--- src/rtl/cpu_trace_tx.sv ---
// cpu_trace_tx: captures retiring-instruction trace entries {pc, inst, wdata} into a FIFO and
// streams each one as a 7-byte frame over a valid/ready byte interface.
//
// Ports:
//   clk         - single clock, rising edge
//   rst         - asynchronous active-low reset
//   trace_valid - capture strobe, one entry per high cycle
//   pc_in       - PC of retiring instruction
//   inst_in     - retiring instruction word
//   wdata_in    - register writeback data
//   capture_en  - gates trace_valid; frames already queued still drain
//   clr_ovf     - synchronous clear of overflow and drop_cnt
//   tx_data     - stream byte
//   tx_valid    - tx_data valid
//   tx_ready    - sink accepts byte
//   fifo_count  - occupied FIFO entries
//   overflow    - sticky, an entry was dropped
//   drop_cnt    - dropped entries, saturating at 8'hFF
module cpu_trace_tx #(
   parameter int unsigned DEPTH     = 8,
   parameter logic [7:0]  SYNC_BYTE = 8'hA5
) (
   input  logic                     clk,
   input  logic                     rst,
   input  logic                     trace_valid,
   input  logic [15:0]              pc_in,
   input  logic [15:0]              inst_in,
   input  logic [15:0]              wdata_in,
   input  logic                     capture_en,
   input  logic                     clr_ovf,
   output logic [7:0]               tx_data,
   output logic                     tx_valid,
   input  logic                     tx_ready,
   output logic [$clog2(DEPTH):0]   fifo_count,
   output logic                     overflow,
   output logic [7:0]               drop_cnt
);

   localparam int unsigned AW = $clog2(DEPTH);

   typedef enum logic {StIdle, StSend} state_t;

   logic [47:0]   mem [DEPTH];
   logic [AW-1:0] wr_ptr;
   logic [AW-1:0] rd_ptr;
   logic [47:0]   frame;
   logic [2:0]    idx;
   state_t        state;

   logic full;
   logic empty;
   logic accept;
   logic frame_done;
   logic pop;
   logic push_req;
   logic push;
   logic drop;

   // Byte order on the wire: sync, then pc, inst, wdata, each MSB first.
   function automatic logic [7:0] byte_sel(input logic [47:0] f, input logic [2:0] i);
      logic [7:0] b;
      case (i)
         3'd0:    b = SYNC_BYTE;
         3'd1:    b = f[47:40];
         3'd2:    b = f[39:32];
         3'd3:    b = f[31:24];
         3'd4:    b = f[23:16];
         3'd5:    b = f[15:8];
         3'd6:    b = f[7:0];
         default: b = 8'h00;
      endcase
      return b;
   endfunction

   always_comb begin
      full       = (fifo_count == (AW+1)'(DEPTH));
      empty      = (fifo_count == '0);
      accept     = tx_valid & tx_ready;
      frame_done = (state == StSend) & accept & (idx == 3'd6);
      // Pop on entry from idle, or chained straight off the last byte for back-to-back frames.
      pop        = ~empty & ((state == StIdle) | frame_done);
      push_req   = trace_valid & capture_en;
      // A same-edge pop frees a slot, so a full FIFO can still accept.
      push       = push_req & (~full | pop);
      drop       = push_req & ~push;
   end

   // Storage is deliberately not reset.
   always_ff @(posedge clk) begin
      if (push) begin
         mem[wr_ptr] <= {pc_in, inst_in, wdata_in};
      end
   end

   always_ff @(posedge clk or negedge rst) begin
      if (!rst) begin
         state      <= StIdle;
         wr_ptr     <= '0;
         rd_ptr     <= '0;
         fifo_count <= '0;
         frame      <= '0;
         idx        <= '0;
         tx_valid   <= 1'b0;
         tx_data    <= 8'h00;
         overflow   <= 1'b0;
         drop_cnt   <= 8'h00;
      end else begin
         if (push) wr_ptr <= wr_ptr + 1'b1;
         if (pop)  rd_ptr <= rd_ptr + 1'b1;

         unique case ({push, pop})
            2'b10:   fifo_count <= fifo_count + 1'b1;
            2'b01:   fifo_count <= fifo_count - 1'b1;
            default: fifo_count <= fifo_count;
         endcase

         if (pop) begin
            frame    <= mem[rd_ptr];
            idx      <= 3'd0;
            tx_data  <= SYNC_BYTE;
            tx_valid <= 1'b1;
            state    <= StSend;
         end else if (state == StSend && accept) begin
            if (frame_done) begin
               state    <= StIdle;
               tx_valid <= 1'b0;
               tx_data  <= 8'h00;
            end else begin
               idx     <= idx + 3'd1;
               tx_data <= byte_sel(frame, idx + 3'd1);
            end
         end

         // A drop on the clearing edge wins, leaving a count of one.
         if (clr_ovf) begin
            overflow <= drop;
            drop_cnt <= drop ? 8'h01 : 8'h00;
         end else if (drop) begin
            overflow <= 1'b1;
            if (drop_cnt != 8'hFF) drop_cnt <= drop_cnt + 8'h01;
         end
      end
   end

endmodule

--- config.mk ---
export PLATFORM = sky130hd
export DESIGN_NAME = cpu_trace_tx
export DESIGN_NICKNAME = d
export VERILOG_FILES = /design/src/rtl/cpu_trace_tx.sv
export SDC_FILE = /design/constraint.sdc
export NUM_CORES = 1
export LEC_CHECK = 0
export CELL_PAD_IN_SITES_DETAIL_PLACEMENT = 0
export CELL_PAD_IN_SITES_GLOBAL_PLACEMENT = 1
export CORE_MARGIN = 2
export CORE_UTILIZATION = 27
export CTS_BUF_LIST = sky130_fd_sc_hd__clkbuf_2 sky130_fd_sc_hd__clkbuf_4 sky130_fd_sc_hd__clkbuf_8
export DETAILED_ROUTE_END_ITERATION = 10
export HOLD_SLACK_MARGIN = 0.12
export PLACE_DENSITY_LB_ADDON = 0.1
export SLEW_MARGIN = 20
export SYNTH_ARGS = -nofsm -noshare
export SYNTH_HDL_FRONTEND = slang
export SYNTH_SLANG_ARGS = --single-unit
--- constraint.sdc ---
create_clock -name clk -period 14.2 [get_ports clk]
set_clock_uncertainty 0.15 [all_clocks]
set_input_delay 2.84 -clock clk [delete_from_list [all_inputs] [get_ports clk]]
set_output_delay 2.84 -clock clk [all_outputs]
set_load 0.02 [all_outputs]
* Word level (Yosys, flattened, before mapping)
Memory sizes are Yosys's and may differ from the RTL's. A register that Yosys moved wholly into a read port is not among the register bits. Cells that the tools add are included.
Cells by class: add/subtract/negate cells 6, eq/ne operators 12, reductions and logical operators 12, bitwise logic cells 13, muxes and demuxes 19
Operators with widths (count):
- $pmux 8 s7 | 1
- $mux 8 | 6
- $eq 3x3->1 const B | 4
- $reduce_bool 2->1 | 5
- $add 3x1->3 const B | 3
- $mux 3 | 3
- $add 8x1->8 const B | 1
- $mux 1 | 8
- $ne 8x8->1 const B | 1
- $pmux 4 s2 | 1
- $and 1x1->1 | 7
- $eq 3x2->1 const B | 2
- $reduce_and 2->1 | 3
- $add 4x1->4 const B | 1
- $eq 4x4->1 const B | 1
- $logic_not 4->1 | 1
- $not 1->1 | 4
- $sub 4x1->4 const B | 1
- $eq 3x1->1 const B | 1
- $logic_not 3->1 | 1
- $eq 2x1->1 const B | 1
- $eq 2x2->1 const B | 1
- $ne 2x1->1 const B | 1
- $or 1x1->1 | 2
- other kinds (2) | 2
Word-level totals: register bits 31, memories kept 1, output and inout port bits 22, memory bits (writable) 384
Memories:
- mem | words 8, bits a word 48, read ports 1, clocked after Yosys merged registers in 1, write ports 1, line 43 | logic [47:0] mem [DEPTH];

* Logic depth before layout (Yosys ltp)
depth in word-level cells 11, mapped depth 13, mapped depth without buffers 11

* Least setup slack after synthesis
Ideal clock, no wire load.
path kind input to register, from input tx_ready, to memory mem[2][0] (enable), arrival 7140 ps, library setup time 523 ps, required time 13527 ps, slack 6387 ps, stages on the path 4, buffers on the path 0, path through nand3_2 -> a41oi_1 -> nand2b_1 -> nor3b_1
On the way: cells in the longest elaborated chain, start to end 9
RTL lines:
- start: declaration | line 33 | input logic tx_ready,
- $and 1x1->1 | line 78 | accept = tx_valid & tx_ready;
- $and 1x1->1 (2 in series) | line 79 | frame_done = (state == StSend) & accept & (idx == 3'd6);
- $or 1x1->1 | line 81 | pop = ~empty & ((state == StIdle) | frame_done);
- $and 1x1->1 | line 81
- $or 1x1->1 | line 84 | push = push_req & (~full | pop);
- $and 1x1->1 | line 84
- $mux 1 | line 90 | if (push) begin
- $mux 1 (implied by the code) | line 91 | mem[wr_ptr] <= {pc_in, inst_in, wdata_in};
- end: declaration | line 43
Every way passes these cells.

* Worst setup path in the final report
from input tx_ready, to memory mem[6][16] (enable)
Same word-level chain as after synthesis.

==> flow_summary.yaml <==
outcome:
  run_status: "finished clean"
sta:
  tightest_slew_ns: 0.9734
  hold-worst-slack_ns: 0.3577
  rsz0062_at_grt: "no"
  tns_ns: 0
  fmax_ghz: 0.1823
  finalHoldViolations: 0
  drv_slew: 0
  max_slew_margin_pct: 35.11
  fin_crit_ns: 5.487
  period_share_pct: 38.64
  setup_violations: 0
floorplanning:
  io_pins: 76
  die_w_microns: 263.0
  start_util_pct: 27.40
  row_count: 94
  die-area_sq_um: 69160
  die_h_microns: 263.0
  core-area_sq_um: 66100
clock_tree:
  cts_made_buffers: 85
  cts.sinks: 463
  post-cts-setup-buffer-count: 0
  clockBufferDepth: 3
  cts-hold-fix-buffers: 0
  clk_pin_slew_ns: 0.06
  htreeDepth: 3
  cts_tree: "done"
  root_buffer: "clkbuf_8"
  clkLatencyLatePin_ns: 0.66
  cts_resized: 0
job:
  max-cap-violations: 0
final_layout:
  n_antenna_cell: 0
  num-nets-final: 1124
  ff_latch_area_sq_um: 13520
  final_util_pct: 32.70
  multi_input_area_sq_um: 4392
  fillCellCount: 6388
  syn_to_final_growth_pct: 19.35
  fin_area_sq_um: 21610
  drive_gt1_share_pct: 25.09
detailed_routing:
  firstDrtPassIters: 5
  dr.first_iter.drc_count: 639
  post_drt_via_cell_ratio: 4.523
  wl_per_cell_microns: 22.03
  vias: 9010
  wirelength_mm: 43.88
  drc: 0
  ant_nets: 0
global_routing:
  grt_pass1_wl_mm: 66.08
  grt_usage_pct: 12.90
  grt_pass1_vias: 9833
  grt_antenna_before_repair: 0
  overflow: 0
  grt_max_degree: 100
yosys:
  synth-edff-count: 384
  ys_seq_area_share_pct: 74.59
  ys_types: 60
  yosysTopAreaCell: "edfxtp_1"
  synth.top_cell.area_share_pct: 63.68
  synthCells: 925
  async_reset_ff_share_pct: 17.06
  synth.most_common_cell: "edfxtp_1"
  ys.flop_type: "edfxtp_1"
  ys_ff_latch: 463
  ys_top_cells_by_count: "edfxtp_1, mux4_2, dfrtp_1"
  yosysWarnings: 0
  syn_nets: 991
  syn_area_sq_um: 18110
  syn_area_per_cell_sq_um: 19.58
  synthTopCellsByArea: "edfxtp_1, mux4_2, dfrtp_1"
critical_path:
  path_class: "in -> reg"
  arrival_ns: 5.60
  worstPathMaxFanout: 48
  critPathRequiredTime_ns: 14.32
  crit_path_end_kind: "flop"
  start_kind: "primary input"
placed_design:
  port_buffers: 75
  place_area_sq_um: 19920
  dpl.hpwl_mm: 23.97
  gp_congestion: 0.7136
power_and_ir_drop:
  leakage_nw: 7.101
  total_power_mw: 4.152
  ir_drop_mv: 0.08172
  power.density_nw_per_um2: 192.1
min_path:
  worst_hold_path_type: "reg -> reg"
==> placed cells by master (no fill, tap or decap), types with 4 or more instances in the layout <==
master	count
ha_1	11
xnor2_1	5
o211ai_1	5
nand3_1	10
nor3b_2	5
nand2b_1	4
a22o_1	9
clkbuf_4	35
a21oi_1	51
inv_1	11
clkinv_1	14
nor2_1	51
clkbuf_8	90
dfrtp_1	76
nand2_1	19
o21ai_0	10
a221o_1	4
clkinv_2	11
clkdlybuf4s50_1	74
mux4_2	96
mux2_2	4
buf_4	19
o2111ai_1	4
edfxtp_1	384
mux2i_1	58
==> logic make-up after synthesis <==
kind of cell	share of synthesized area [%]
DFF	74.59
buffers and inverters	1.486
muxes	15.39
xor gates and xnor gates	0.4768
adders and majority gates	0.8706
AOI/OAI and AO/OA	4.166
and+or+nand+nor	3.013
==> critical path, stage by stage <==
cell and delay [ns]:
clkdlybuf4s50_1 0.60, nand3_2 0.23, a41oi_1 0.60, nand2_1 0.31
nor3b_2 0.24, buf_4 0.74
==> flip-flops by register name, indices dropped and copies added, names as in the netlist <==
name / flops
mem: 384
frame: 48
drop_cnt: 8
tx_data: 8
fifo_count: 4
idx: 3
rd_ptr: 3
wr_ptr: 3
overflow: 1
state: 1
==> per-stage QoR <==
step | setup slack, ns | instances
finish | 8.713 | 1992
detailed placement | 7.980 | 1835
global placement | 7.989 | 1835
global route | 8.413 | 1992
CTS | 8.706 | 1992
floorplan | 6.387 | 925
==> final cells by class <==
| type | count | area share, % |
|---|---|---|
| well taps | 864 | 5.002 |
| multi-input cells | 404 | 20.32 |
| clock buffers | 125 | 6.947 |
| inverters | 11 | 0.1910 |
| clock inverters | 32 | 0.8974 |
| flip-flops and latches | 463 | 62.55 |
| repair buffers | 93 | 4.087 |
==> path summary, 6_finish.rpt <==
| kind | startpoint | end | slack, ns | depth (start not counted) |
|---|---|---|---|---|
| worst max-delay path | tx_ready | mem[6][16] | 8.71 | 6 |
| worst min-delay path | wr_ptr[2] | wr_ptr[2] | 0.36 | 1 |
| worst max register to register | idx[0] | mem[6][16] | 10.28 | 7 |
| worst min register to register | wr_ptr[2] | wr_ptr[2] | 0.36 | 1 |
| max in group asynchronous | rst | rd_ptr[1] | 10.78 | 2 |
| min in group asynchronous | rst | fifo_count[0] | 1.96 | 1 |
==> report_power, final <==
group	switching [mW]	leakage [nW]	total, mW	internal [mW]
logic	0.570	1.83	1.06	0.492
registers	0.164	4.36	1.83	1.66
clock network	0.564	0.913	1.26	0.700
total	1.30	7.10	4.15	2.85
==> layer usage <==
| metal | vias to the layer above | share of wire (%) | GRT usage (%) |
|---|---|---|---|
| met3 | 67 | 4.0 | 2.628 |
| li1 | 4050 | - | - |
| met1 | 4711 | 48 | 17.88 |
| met5 | - | 0 | 0 |
| met4 | 0 | 2.1 | 4.649 |
| met2 | 182 | 46 | 20.08 |
(Power assumes the default switching activity.)
